### src/rtl/mem_stage_if.sv
// Bundle between the execute stage, the memory stage and its consumers.
// Carries the stall vector, EX->MEM bus, SRAM read data and all MEM-side results.
// master = environment/EX side driving inputs; slave = the memory stage.
interface mem_stage_if #(
  parameter int STALL_W  = 6,
  parameter int EX_MEM_W = 141,
  parameter int MEM_WB_W = 70
);
  logic [STALL_W-1:0]  stall;
  logic [EX_MEM_W-1:0] ex_to_mem_bus;
  logic [2:0]          ex_mem_op;
  logic [31:0]         data_sram_rdata;
  logic [MEM_WB_W-1:0] mem_to_wb_bus;
  logic [37:0]         mem_to_id_forwarding;
  logic [31:0]         hi_o;
  logic [31:0]         lo_o;

  modport master (
    output stall, ex_to_mem_bus, ex_mem_op, data_sram_rdata,
    input  mem_to_wb_bus, mem_to_id_forwarding, hi_o, lo_o
  );

  modport slave (
    input  stall, ex_to_mem_bus, ex_mem_op, data_sram_rdata,
    output mem_to_wb_bus, mem_to_id_forwarding, hi_o, lo_o
  );
endinterface

### src/rtl/mem_stage.sv
// Memory-access stage: registers EX result, aligns load data, commits HI/LO.
// Latency: one cycle EX->MEM register; writeback/forwarding buses are combinational from it.
// Backpressure: stall[3] holds or bubbles the stage; a one-entry buffer keeps load data across a hold.
module mem_stage #(
  parameter int STALL_W  = 6,
  parameter int EX_MEM_W = 141,
  parameter int MEM_WB_W = 70
) (
  input logic       clk,
  input logic       rst,
  mem_stage_if.slave pipe
);

  typedef struct packed {
    logic        div_valid;
    logic [63:0] div_result;
    logic [31:0] pc;
    logic        data_ram_en;
    logic [3:0]  data_ram_wen;
    logic        sel_rf_res;
    logic        rf_we;
    logic [4:0]  rf_waddr;
    logic [31:0] ex_result;
  } ex_bus_t;

  localparam logic [2:0] OP_LB  = 3'b001;
  localparam logic [2:0] OP_LBU = 3'b010;
  localparam logic [2:0] OP_LH  = 3'b011;
  localparam logic [2:0] OP_LHU = 3'b100;

  logic [STALL_W-1:0]  stall_vec;
  logic [EX_MEM_W-1:0] in_raw;
  ex_bus_t             in_bus;
  ex_bus_t             r;
  logic [2:0]          r_op;
  logic                fresh;
  logic [31:0]         rdata_buf;
  logic                buf_valid;
  logic [31:0]         hi;
  logic [31:0]         lo;

  logic                stop_mem;
  logic                stop_wb;
  logic                capture;
  logic                bubble;
  logic                is_load;

  logic [31:0]         ld_word;
  logic [7:0]          ld_byte;
  logic [15:0]         ld_half;
  logic [31:0]         aligned;
  logic [31:0]         rf_wdata;
  logic [MEM_WB_W-1:0] wb_bus;
  logic                unused_stall_bits;

  assign stall_vec = pipe.stall;
  assign in_raw    = pipe.ex_to_mem_bus;
  assign in_bus    = in_raw;

  // Only the MEM and WB stop bits matter to this stage.
  assign unused_stall_bits = ^{stall_vec[STALL_W-1:5], stall_vec[2:0]};

  assign stop_mem = stall_vec[3];
  assign stop_wb  = stall_vec[4];
  assign bubble   = stop_mem & ~stop_wb;
  assign capture  = ~stop_mem;
  assign is_load  = r.data_ram_en & (r.data_ram_wen == 4'b0000);

  // Stage register: bubble beats capture, otherwise hold; fresh marks the first cycle after capture.
  always_ff @(posedge clk or posedge rst) begin
    if (rst) begin
      r     <= '0;
      r_op  <= '0;
      fresh <= 1'b0;
    end else if (bubble) begin
      r     <= '0;
      r_op  <= '0;
      fresh <= 1'b0;
    end else if (capture) begin
      r     <= in_bus;
      r_op  <= pipe.ex_mem_op;
      fresh <= 1'b1;
    end else begin
      fresh <= 1'b0;
    end
  end

  // Snapshot SRAM data once, in the first cycle of a stalled load; dropped when r moves on.
  always_ff @(posedge clk or posedge rst) begin
    if (rst) begin
      rdata_buf <= '0;
      buf_valid <= 1'b0;
    end else if (capture || bubble) begin
      buf_valid <= 1'b0;
    end else if (fresh && is_load && stop_mem) begin
      rdata_buf <= pipe.data_sram_rdata;
      buf_valid <= 1'b1;
    end
  end

  // Pick the live load word and align/extend it by load type and address low bits.
  always_comb begin
    ld_word = '0;
    if (fresh)          ld_word = pipe.data_sram_rdata;
    else if (buf_valid) ld_word = rdata_buf;
    ld_byte = ld_word[{r.ex_result[1:0], 3'b000} +: 8];
    ld_half = r.ex_result[1] ? ld_word[31:16] : ld_word[15:0];
    case (r_op)
      OP_LB:   aligned = {{24{ld_byte[7]}}, ld_byte};
      OP_LBU:  aligned = {24'h0, ld_byte};
      OP_LH:   aligned = {{16{ld_half[15]}}, ld_half};
      OP_LHU:  aligned = {16'h0, ld_half};
      default: aligned = ld_word;
    endcase
  end

  assign rf_wdata = r.sel_rf_res ? aligned : r.ex_result;
  assign wb_bus   = {r.pc, r.rf_we, r.rf_waddr, rf_wdata};

  assign pipe.mem_to_wb_bus        = wb_bus;
  assign pipe.mem_to_id_forwarding = {r.rf_we, r.rf_waddr, rf_wdata};

  // Commit divider results held in r; rewriting the same value during a hold is harmless.
  always_ff @(posedge clk or posedge rst) begin
    if (rst) begin
      hi <= '0;
      lo <= '0;
    end else if (r.div_valid) begin
      hi <= r.div_result[63:32];
      lo <= r.div_result[31:0];
    end
  end

  assign pipe.hi_o = hi;
  assign pipe.lo_o = lo;

endmodule

### src/flat_wrapper.sv
// flat-port wrapper written by rule: the top's interface ports become plain ports
module mem_stage_flat 
#(
  parameter int STALL_W  = 6,
  parameter int EX_MEM_W = 141,
  parameter int MEM_WB_W = 70
)
  (clk, rst, pipe_stall, pipe_ex_to_mem_bus, pipe_ex_mem_op, pipe_data_sram_rdata, pipe_mem_to_wb_bus, pipe_mem_to_id_forwarding, pipe_hi_o, pipe_lo_o);
  mem_stage_if #(.STALL_W(STALL_W), .EX_MEM_W(EX_MEM_W), .MEM_WB_W(MEM_WB_W)) pipe_i ();
  input logic clk;
  input logic rst;
  input wire logic [$bits(pipe_i.stall)-1:0] pipe_stall;
  input wire logic [$bits(pipe_i.ex_to_mem_bus)-1:0] pipe_ex_to_mem_bus;
  input wire logic [$bits(pipe_i.ex_mem_op)-1:0] pipe_ex_mem_op;
  input wire logic [$bits(pipe_i.data_sram_rdata)-1:0] pipe_data_sram_rdata;
  output wire logic [$bits(pipe_i.mem_to_wb_bus)-1:0] pipe_mem_to_wb_bus;
  output wire logic [$bits(pipe_i.mem_to_id_forwarding)-1:0] pipe_mem_to_id_forwarding;
  output wire logic [$bits(pipe_i.hi_o)-1:0] pipe_hi_o;
  output wire logic [$bits(pipe_i.lo_o)-1:0] pipe_lo_o;
  assign pipe_i.stall = pipe_stall;
  assign pipe_i.ex_to_mem_bus = pipe_ex_to_mem_bus;
  assign pipe_i.ex_mem_op = pipe_ex_mem_op;
  assign pipe_i.data_sram_rdata = pipe_data_sram_rdata;
  assign pipe_mem_to_wb_bus = pipe_i.mem_to_wb_bus;
  assign pipe_mem_to_id_forwarding = pipe_i.mem_to_id_forwarding;
  assign pipe_hi_o = pipe_i.hi_o;
  assign pipe_lo_o = pipe_i.lo_o;
  mem_stage #(.STALL_W(STALL_W), .EX_MEM_W(EX_MEM_W), .MEM_WB_W(MEM_WB_W)) u_core (.clk(clk), .rst(rst), .pipe(pipe_i));
endmodule
### config.mk
export PLATFORM = sky130hd
export DESIGN_NAME = mem_stage_flat
export DESIGN_NICKNAME = d
export VERILOG_FILES = /design/src/rtl/mem_stage_if.sv /design/src/rtl/mem_stage.sv /design/src/flat_wrapper.sv
export SDC_FILE = /design/constraint.sdc
export NUM_CORES = 1
export LEC_CHECK = 0
export BUFFER_PORTS_ARGS = -buffer_cell sky130_fd_sc_hd__buf_2
export CAP_MARGIN = 15
export CORE_AREA = 10 10 224 226
export CTS_BUF_LIST = sky130_fd_sc_hd__clkbuf_2
export DETAILED_ROUTE_END_ITERATION = 12
export DIE_AREA = 0 0 234 236
export HOLD_SLACK_MARGIN = 0.1
export PLACE_DENSITY = 0.51
export SLEW_MARGIN = 20
export SYNTH_ARGS = -nofsm -noshare
export SYNTH_HDL_FRONTEND = slang
export SYNTH_SLANG_ARGS = --single-unit
### constraint.sdc
create_clock -name clk -period 20.2 [get_ports clk]
set_input_delay 3.03 -clock clk [delete_from_list [all_inputs] [get_ports clk]]
set_output_delay 3.03 -clock clk [all_outputs]
set_load 0.01 [all_outputs]
* After elaboration in Yosys (flattened, before gate mapping)
Index checks and enable logic that the tools add are counted.
Operators by class: bitwise logic cells 5, muxes and demuxes 13, reduce and logical (&&, ||, !) cells 6, shift-type cells 1, equality and inequality tests 5
Operators by type and width (number):
- 141-bit two-way mux | 2
- 32-bit one-hot mux with 4 select lines | 1
- 32-bit two-way mux | 3
- 32-bit by 6-bit variable part select with 8-bit output | 1
- 16-bit two-way mux | 1
- 3-bit by 2-bit == test with 1-bit output (second input constant) | 2
- 3-bit two-way mux | 2
- 4-bit logical NOT | 1
- 1-bit two-way mux | 4
- 3-bit by 1-bit == test with 1-bit output (second input constant) | 1
- 3-bit == test (second input constant) | 1
- 1-bit inverter | 3
- 1-bit AND | 2
- 1-bit logical AND | 2
- 2-bit by 1-bit != test with 1-bit output (second input constant) | 1
- 2-bit AND reduction | 1
- 2-bit nonzero test | 1
- 1-bit logical OR | 1
Word-level totals: logic and storage cells 45, input port bits 184, output and inout bits 172, bits in registers 242

* Depth between registers and ports, before layout
Gate-level depths: netlist of run 1.
depth after elaboration 6, mapped depth 9, depth with buffers taken out 5

* Least setup slack after synthesis of run 1
Ideal clock, no wire load.
path kind input -> output, from input port pipe_data_sram_rdata[23], to output port pipe_mem_to_wb_bus[10], data required time 17170 ps, arrival time 4736 ps, buffers on the path 1, stages on the path 6, slack 12434 ps, cell sequence inv_1 -> mux4_2 -> or4_4 -> o41a_1 -> a31oi_1 -> buf_4
Between the ends: longest elaborated chain between the ends 4
Ends and longest elaborated chain:
- start: declaration | RTL line flat_wrapper.sv:15 | input wire logic [$bits(pipe_i.data_sram_rdata)-1:0] pipe_data_sram_rdata;
- 32-bit two-way mux | RTL line mem_stage.sv:104 | if (fresh) ld_word = pipe.data_sram_rdata;
- 32-bit by 6-bit variable part select with 8-bit output | RTL line mem_stage.sv:106 | ld_byte = ld_word[{r.ex_result[1:0], 3'b000} +: 8];
- 32-bit one-hot mux with 4 select lines | RTL line mem_stage.sv:108 | case (r_op)
- 32-bit two-way mux | RTL line mem_stage.sv:117 | assign rf_wdata = r.sel_rf_res ? aligned : r.ex_result;
- end: declaration | RTL line flat_wrapper.sv:16 | output wire logic [$bits(pipe_i.mem_to_wb_bus)-1:0] pipe_mem_to_wb_bus;
Every way passes these cells.

* Worst setup path after layout of run 1
from input port pipe_data_sram_rdata[23], to output port pipe_mem_to_wb_bus[8]
The elaborated chain is that of the path after synthesis.

==> flow_summary.json, run 1 <==
{
  "area_delta_synth_final_pct": 20.7,
  "antenna_found_initial": 13,
  "cts_tree": "yes",
  "finalHoldViolCount": 0,
  "fp.dieH_um": 236,
  "setup_slack_ps": 12060,
  "postCtsSetupBuffers": 0,
  "setup_viol": 0,
  "drt_drc_violations_left": 0,
  "grt_overflow": 0,
  "clock-root-buffer": "clkbuf_2",
  "synth.most_common_cell": "dfrtp_1",
  "crit_arrival_ps": 5110,
  "period_needed_ps": 8140,
  "ys_types": 44,
  "grt_start_max_net_pins": 117,
  "core_um2": 45900,
  "wl_per_cell_um": 18.2,
  "synthTopCellsByArea": "dfrtp_1 (54%), mux2_1 (8.0%), o21ai_1 (5.2%), buf_4 (5.1%), nand3_1 (4.2%)",
  "netlist_area_um2": 11300,
  "hold_path.class": "reg2reg",
  "firstDrtPassIters": 5,
  "irDropWorstVdd_mv": 0.0358,
  "start_kind": "primary input",
  "finalSetupTns_ps": 0,
  "ys.flop_type": "dfrtp_1",
  "drt_wl_total_um": 36800,
  "globalRouteMet3Util_pct": 5.07,
  "slew_viol_final": 0,
  "yosysWarnings": 0,
  "cts_made_buffers": 72,
  "met2_usage_pct": 21.0,
  "period_share_pct": 40.3,
  "clk_latency_ps": 950,
  "avgSynthCellArea_um2": 10.4,
  "netlist.area_leader.share_pct": 53.7,
  "worst_slew_pin_slew_ps": 1060,
  "cts_max_path_buffers": 3,
  "rsz0062_at_grt": "false",
  "powerDensity_nw_per_um2": 83.7,
  "grt.total_usage_pct": 13.0,
  "die_x_um": 234,
  "grt_pass1_wl_um": 55400,
  "final_util_pct": 29.7,
  "num_rows": 79,
  "synth.net_count": 1267,
  "synth-seq-cells": 242,
  "via_per_inst": 4.44,
  "die_area_um2": 55200,
  "numClockSinks": 242,
  "cts_resized": 0,
  "initial_core_util_pct": 24.6,
  "drt_iter0_drc": 497,
  "clkTransAtPathRegs_ps": 100,
  "grt_pass1_vias": 9325,
  "drv_cap": 0,
  "synthCells": 1083,
  "max-slew-margin-rel_pct": 29.1,
  "synth_top_cell_by_area": "dfrtp_1",
  "place_congestion": 0.798,
  "cts_hold_buffers": 0,
  "pre_cts_ws_ps": 12070,
  "dp_hpwl_um": 26200,
  "cp.required_ps": 17170,
  "grt.busiest_layer": "met2",
  "skew_ps": 54.7,
  "critPathKind": "in2out",
  "drive_gt1_share_pct": 36.0,
  "synth_edf_count": 0,
  "portBuffers": 351,
  "ys_seq_area_share_pct": 53.7,
  "placed_area_um2": 13000,
  "cts_max_level": 3,
  "postRouteAntennaNets": 0,
  "worstPathMaxFanout": 8,
  "max_freq_ghz": 0.123,
  "vias": 8963,
  "nets": 1549,
  "ios": 356,
  "power_leakage_nw": 6.97,
  "final_area_um2": 13600,
  "endpoint_kind": "output pin",
  "grtUsageMet1_pct": 15.1,
  "status": "finished, final reports clean",
  "synthTopCellsByCount": "dfrtp_1 (242), o21ai_1 (116), inv_1 (99), nand3_1 (94), nand2_1 (90)",
  "async_reset_ff_share_pct": 100
}
stage by stage:
step | std cells | power, mW | hold WS [ps]
floorplan | 1083 | 0.715 | 455
global placement | 1898 | 0.796 | 465
detailed placement | 1898 | 0.801 | 469
CTS | 2015 | 1.17 | 466
global route | 2016 | 1.22 | 501
finish | 2018 | 1.14 | 480
power by group:
part	switching [mW]	internal, mW
registers	0.0294	0.538
logic	0.128	0.0902
clock network	0.217	0.136
total	0.375	0.764
registers in the layout, summed over array words and instances, names as in the netlist:
name,flops
u_core.pipe.mem_to_wb_bus,32
u_core.r_op,3
u_core.pipe.hi_o,32
u_core.pipe.lo_o,32
u_core.r,103
u_core.rdata_buf,32
u_core.fresh,1
u_core.buf_valid,1
u_core.pipe.mem_to_id_forwarding,6
final cells by class:
type	instances	area, um^2
timing repair buffer	361	1840
clock buffer	104	520
inverter	101	387
fill	4949	32300
multi-input combinational	587	3970
clock inverter	13	57.6
sequential	242	6060
tap	607	759
antenna	3	7.51
metal layers:
layer	part of all wire, %	wire [um]	up-vias
met5	0.092	34	-
li1	-	-	4258
met2	47	17200	335
met4	2.5	919	6
met3	9.1	3350	76
met1	42	15300	4288
final timing paths:
path,start,end,slack (ps),depth (start not counted)
max,pipe_data_sram_rdata[23],pipe_mem_to_wb_bus[8],12060,7
min,u_core.r[129]$_DFFE_PP0N_,u_core.pipe.hi_o[21]$_DFFE_PP0P_,480,1
max reg2reg,u_core.r[140]$_DFFE_PP0N_,u_core.pipe.lo_o[18]$_DFFE_PP0P_,18480,2
min reg2reg,u_core.r[129]$_DFFE_PP0N_,u_core.pipe.hi_o[21]$_DFFE_PP0P_,480,1
max in group asynchronous,rst,u_core.r[140]$_DFFE_PP0N_,15670,4
min in group asynchronous,rst,u_core.pipe.lo_o[5]$_DFFE_PP0P_,2210,2
placed cells by master (no fill, tap or decap), types with 18 or more instances in the layout:
master	count
mux2_1	80
nor2_1	30
nand2_1	90
a22o_1	53
a31oi_1	18
o21ai_1	116
buf_2	349
clkbuf_2	104
nand3_1	94
dfrtp_1	239
inv_1	97
cell families after synthesis:
kind of cell	share of synthesized area, %
AND/OR/NAND/NOR	8.95
buffers and inverters	11.1
multiplexers	10.1
flip-flops	53.7
XOR/XNOR	0.233
AO/OA/AOI/OAI	15.9
critical path: stages:
cell and delay (ps):
buf_2 90, inv_1 40, mux4_2 490, or4_4 500, o41a_1 270, a31oi_1 450, buf_2 230
Power figures use the tool's default switching activity.
==> run 2: changes to the inputs <==
- ABC_AREA: unset -> 1
- CORE_AREA: 10 10 224 226 -> 10 10 226 228
- DIE_AREA: 0 0 234 236 -> 0 0 236 238
- PLACE_DENSITY: 0.51 -> 0.52
- clock period: 20.2 -> 7 ns (I/O delays scaled with it)
==> run 2 against run 1 <==
Net effect: clock power grew to 3.3 times the previous value; critical path depth is 2 lower; first-iteration DRC count is 50% higher; cell area is 8.3% higher; non-clock buffer count is 85 higher; setup slack worse by 10000 ps; die area is 1.7% higher; clock skew is 31 ps lower; combinational power grew to 3.1 times the previous value; flip-flop and latch count stayed put; power grew to 3.0 times the previous value; worst hold slack worse by 160 ps.
==> flow_summary.json, run 2 <==
{
  "status": "finished, final reports clean",
  "period_share_pct": 72.1,
  "endpoint_kind": "output pin",
  "portBuffers": 351,
  "ys_types": 23,
  "synth_top_cell_by_area": "dfrtp_1",
  "vias": 10702,
  "final_cells": 2497,
  "final_cell_mix": "nand2_1 (522), buf_2 (351), dfrtp_1 (242), o21ai_0 (195), inv_1 (161)",
  "die_x_um": 236,
  "finalSetupTns_ps": 0,
  "final_util_pct": 31.8,
  "numClockSinks": 242,
  "place_congestion": 0.817,
  "hold_path.class": "in2reg",
  "area_delta_synth_final_pct": 28.4,
  "synth.net_count": 1663,
  "start_kind": "flop",
  "finalHoldViolCount": 0,
  "max-slew-margin-rel_pct": 31.2,
  "via_per_inst": 4.29,
  "async_reset_ff_share_pct": 100,
  "synth_edf_count": 0,
  "nets": 2023,
  "wl_per_cell_um": 16.0,
  "synth-seq-cells": 242,
  "final_common_cell": "nand2_1",
  "num_rows": 79,
  "cts_max_level": 3,
  "drt_drc_violations_left": 0,
  "core_um2": 46400,
  "powerDensity_nw_per_um2": 235,
  "grt_pass1_wl_um": 62900,
  "cp-endpoint": "pipe_mem_to_wb_bus[15]",
  "dp_hpwl_um": 27300,
  "fp.dieH_um": 238,
  "period_needed_ps": 5050,
  "die_area_um2": 56200,
  "ys_seq_area_share_pct": 52.8,
  "yosysWarnings": 0,
  "setup_viol": 0,
  "power_leakage_nw": 8.22,
  "antenna_found_initial": 10,
  "worst_slew_pin_slew_ps": 1030,
  "skew_ps": 24.0,
  "cts_made_buffers": 72,
  "synthCells": 1479,
  "synth.most_common_cell": "nand2_1",
  "netlist.area_leader.share_pct": 52.8,
  "firstDrtPassIters": 5,
  "place_inst": 2289,
  "avgSynthCellArea_um2": 7.76,
  "clk_latency_ps": 960,
  "max_freq_ghz": 0.198,
  "grt.total_usage_pct": 14.0,
  "critPathKind": "reg2out",
  "ios": 356,
  "crit_arrival_ps": 4000,
  "netlist_area_um2": 11500,
  "rr_worst_depth": 6,
  "ys.flop_type": "dfrtp_1",
  "drt_iter0_drc": 745,
  "clock-root-buffer": "clkbuf_2",
  "worstReg2RegEnd": "u_core.buf_valid$_DFFE_PP0P_",
  "slew_viol_final": 0,
  "regToRegStartpoint": "u_core.fresh$_DFF_PP0_",
  "hold_ws_ps": 318,
  "power_mw": 3.46,
  "initial_core_util_pct": 24.7,
  "synthTopCellsByArea": "dfrtp_1 (53%), nand2_1 (17%), o21ai_0 (8.5%), inv_1 (5.3%), nand3_1 (5.1%)",
  "drt_wl_total_um": 40000,
  "synthTopCellsByCount": "nand2_1 (523), dfrtp_1 (242), o21ai_0 (195), inv_1 (163), nand3_1 (116)",
  "grt_overflow": 0,
  "largest_register_ffs": 103,
  "min_from": "pipe_ex_to_mem_bus[94]",
  "startpoint": "u_core.r[1]$_DFFE_PP0N_",
  "grt_start_max_net_pins": 143,
  "cp.required_ps": 5950,
  "postRouteAntennaNets": 0,
  "clkTransAtPathRegs_ps": 100,
  "rsz0062_at_grt": "false",
  "grt_pass1_vias": 11111,
  "worstPathMaxFanout": 24,
  "cts_max_path_buffers": 3,
  "drv_cap": 0,
  "r2r_slack_ps": 4770,
  "irDropWorstVdd_mv": 0.103,
  "cts_tree": "yes",
  "drive_gt1_share_pct": 25.3,
  "top_register": "u_core.r"
}
run 2: cell count changes after synthesis, moves of 15 or more:
| cell | change |
|---|---|
| nand2_1 | +433 |
| o21ai_1 | -114 |
| a21oi_1 | +15 |
| nand3_1 | +22 |
| a22o_1 | -53 |
| o21ai_0 | +178 |
| a31oi_1 | -18 |
| mux2_1 | -80 |
| mux2_2 | -15 |
| inv_1 | +64 |
run 2: worst max-delay path, cell delays in order, from the launching register on:
cell and delay [ps]:
dfrtp_1 750, inv_1 510, nand3_1 250, nand3_1 750, a21oi_1 560, buf_2 210
run 2: per-layer routing:
metal  share of wire, %  global-route usage [%]  vias to the layer above
met5               0.16                       0                        -
met4                2.6                    6.24                       12
met3                7.9                    4.78                       75
met2                 47                    22.2                      383
met1                 42                    16.8                     4956
li1                   -                       -                     5276
run 2: power by group:
| part | switching, mW | total (mW) | internal, mW | leakage, nW |
|---|---|---|---|---|
| clock network | 0.645 | 1.17 | 0.527 | 0.500 |
| logic | 0.417 | 0.673 | 0.256 | 4.63 |
| registers | 0.0768 | 1.62 | 1.54 | 3.09 |
run 2: stage by stage:
step                      setup WS, ps  cell area, um^2
after CTS                         1730            14700
after global routing              1530            14700
after detailed placement          2940            13200
final                             1950            14700
after global placement            2950            13200
after floorplan                   2770            11500
run 2: cells by family after synthesis:
family	after synthesis	share of synthesized area, %
and+or+nand+nor	690	24.1
buffers and inverters	325	13.3
DFF	242	52.8
AOI/OAI and AO/OA	222	9.83
run 2: final cells by class:
type                    instances  area (um^2)
diodes                          5         12.5
clock buffers                 100          500
clock inverters                20          186
fillers                      4989        31600
inverters                     165          627
multi-input cells             912         3900
flip-flops and latches        242         6060
well taps                     607          759
repair buffers                446         2690
run 2: worst min-delay path by stage:
stage                                             endpoint  cells after the start
after floorplan            u_core.rdata_buf[0]$_DFFE_PP0P_                      2
after global placement    u_core.pipe.lo_o[13]$_DFFE_PP0P_                      2
after detailed placement  u_core.pipe.hi_o[30]$_DFFE_PP0P_                      2
after CTS                         u_core.r[31]$_DFFE_PP0N_                      3
after global routing               u_core.r[6]$_DFFE_PP0N_                      3
final                             u_core.r[94]$_DFFE_PP0N_                      3
run 2: repair_timing:
action,4_1_cts,5_1_grt
endpoints found under the hold margin,115,0
hold buffers,83,0
setup buffers,0,0
resized for setup,0,0
==> run 3: changes to the inputs <==
- ABC_AREA: 1 -> 0
- CORE_AREA: 10 10 226 228 -> 10 10 224 226
- DIE_AREA: 0 0 236 238 -> 0 0 234 236
- PLACE_DENSITY: 0.52 -> 0.51
- clock period: 7 -> 4.7 ns (I/O delays scaled with it)
==> run 3 against run 2 <==
Net effect: die area down 1.7%; largest cell class unchanged; global-route usage up 0.12 points; register-to-register slack worse by 2000 ps; flip-flop and latch count unchanged.
==> flow_summary.json, run 3 (same netlist as run 1, synthesis figures left out) <==
{
  "setup_viol": 0,
  "grt.total_usage_pct": 14.1,
  "grt_pass1_vias": 10291,
  "skew_ps": 62.8,
  "final_util_pct": 34.0,
  "firstDrtPassIters": 5,
  "initial_core_util_pct": 24.6,
  "drt_iter0_drc": 436,
  "core_um2": 45900,
  "globalRouteMet3Util_pct": 5.01,
  "nets": 1737,
  "final_cell_mix": "buf_2 (349), dfrtp_1 (239), dlygate4sd3_1 (187), o21ai_1 (116), clkbuf_2 (100)",
  "die_area_um2": 55200,
  "grtUsageMet1_pct": 16.5,
  "grt_pass1_wl_um": 60500,
  "postRouteAntennaNets": 0,
  "grt.busiest_layer": "met2",
  "met2_usage_pct": 23.1,
  "crit_arrival_ps": 3640,
  "area_delta_synth_final_pct": 38.3,
  "grt_start_max_net_pins": 130,
  "die_x_um": 234,
  "cp.required_ps": 3990,
  "numClockSinks": 242,
  "period_share_pct": 92.5,
  "startpoint": "u_core.buf_valid$_DFFE_PP0P_",
  "cts_max_path_buffers": 3,
  "finalHoldViolCount": 0,
  "max-slew-margin-rel_pct": 28.5,
  "rsz0062_at_grt": "false",
  "powerDensity_nw_per_um2": 334,
  "cts_tree": "yes",
  "start_kind": "flop",
  "crit_path_cell_trace": "buf_4, nand2_1, o21ai_0, mux2i_1, o41a_1, a31oi_1, buf_2",
  "final_common_cell": "buf_2",
  "clock-root-buffer": "clkbuf_2",
  "irDropWorstVdd_mv": 0.160,
  "endpoint_kind": "output pin",
  "num_rows": 79,
  "dp_hpwl_um": 27000,
  "clkTransAtPathRegs_ps": 110,
  "portBuffers": 351,
  "vias": 9725,
  "cp_slowest_stage_delay_ps": 520,
  "cp_slowest_cell": "o41a_1",
  "status": "finished, final reports clean",
  "grt_overflow": 0,
  "drt_wl_total_um": 39500,
  "regToRegStartpoint": "u_core.r[140]$_DFFE_PP0N_",
  "antenna_found_initial": 5,
  "via_per_inst": 4.40,
  "cts_resized": 0,
  "drv_cap": 0,
  "place_congestion": 0.812,
  "finalSetupTns_ps": 0,
  "max_freq_ghz": 0.230,
  "drive_gt1_share_pct": 31.6,
  "ios": 356,
  "power_leakage_nw": 7.81,
  "top_register": "u_core.r",
  "worst_slew_pin_slew_ps": 1070,
  "slew_viol_final": 0,
  "cts_max_level": 3,
  "worstPathMaxFanout": 31,
  "period_needed_ps": 4350,
  "largest_register_ffs": 103,
  "cts_made_buffers": 72,
  "fp.dieH_um": 236,
  "hold_path.class": "in2async",
  "clk_latency_ps": 960,
  "wl_per_cell_um": 17.9,
  "drt_drc_violations_left": 0,
  "critPathKind": "reg2out"
}
## run 3: cell types whose count changed in the layout (fill, tap and decap cells not counted), sizes merged, moves of 6 or more
cell / previous run / this run
dlygate4sd3: 83 / 187
a31oi: 0 / 28
a21oi: 19 / 4
o21ai: 198 / 133
nor2: 41 / 30
a22o: 0 / 53
nand2: 523 / 90
nand3: 116 / 94
inv: 163 / 104
mux2: 0 / 95
a22oi: 2 / 8
## run 3: final timing paths
check / end / slack [ps] / cells after the start
setup reg to reg: u_core.pipe.lo_o[23]$_DFFE_PP0P_ / 2760 / 2
min in group clk: u_core.r[120]$_DFFE_PP0N_ / 330 / 2
hold / removal: u_core.pipe.hi_o[0]$_DFFE_PP0P_ / 330 / 3
max in group asynchronous: u_core.pipe.mem_to_wb_bus[64]$_DFFE_PP0N_ / 3400 / 4
setup / recovery: pipe_mem_to_id_forwarding[9] / 350 / 7
hold reg to reg: u_core.pipe.lo_o[30]$_DFFE_PP0P_ / 480 / 1
## run 3: power by group
group          leakage (nW)  switching (mW)  total [mW]  internal [mW]
Sequential             3.07           0.143        2.46           2.31
Clock                 0.501           0.950        1.68          0.734
Combinational          4.23           0.572        1.07          0.494
## run 3: worst max-delay path, delay by kind of cell, from the launching register on
kind | cells | cell delay, ps
and+or+nand+nor | 1 | 80
DFF | 1 | 380
AOI/OAI and AO/OA | 3 | 1400
muxes | 1 | 240
buffers and inverters | 2 | 570
## run 3: per-layer routing
metal	up-vias	share of wire [%]
met1	4674	41
li1	4631	-
met2	353	49
met5	-	0.033
met3	65	8.6
met4	2	2.1
## run 3: cell type report
type                            instances  area, um^2
Antenna cell                            3        7.51
Timing Repair Buffer                  549        3740
Clock inverter                         22         163
Fill cell                            4736       30300
Sequential cell                       242        6060
Multi-Input combinational cell        587        3970
Tap cell                              607         759
Clock buffer                          100         500
Inverter                              101         383
## run 3: repair_timing
item                                    4_1_cts  5_1_grt
setup buffers                                 0        0
endpoints found under the setup margin        0        0
hold buffers                                187        0
endpoints found under the hold margin       415        0
## run 3: stage by stage
step | cells | hold WS [ps] | setup slack (ps) | instance area [um^2] | total power, mW
final | 2211 | 328 | 352 | 15600 | 5.21
after global routing | 2210 | 189 | 8.27 | 15600 | 5.56
after CTS | 2208 | 121 | 116 | 15600 | 5.34
after global placement | 1899 | 465 | 1190 | 13000 | 3.43
after floorplan | 1083 | 455 | 819 | 11300 | 3.07
after detailed placement | 1899 | 473 | 1150 | 13000 | 3.46
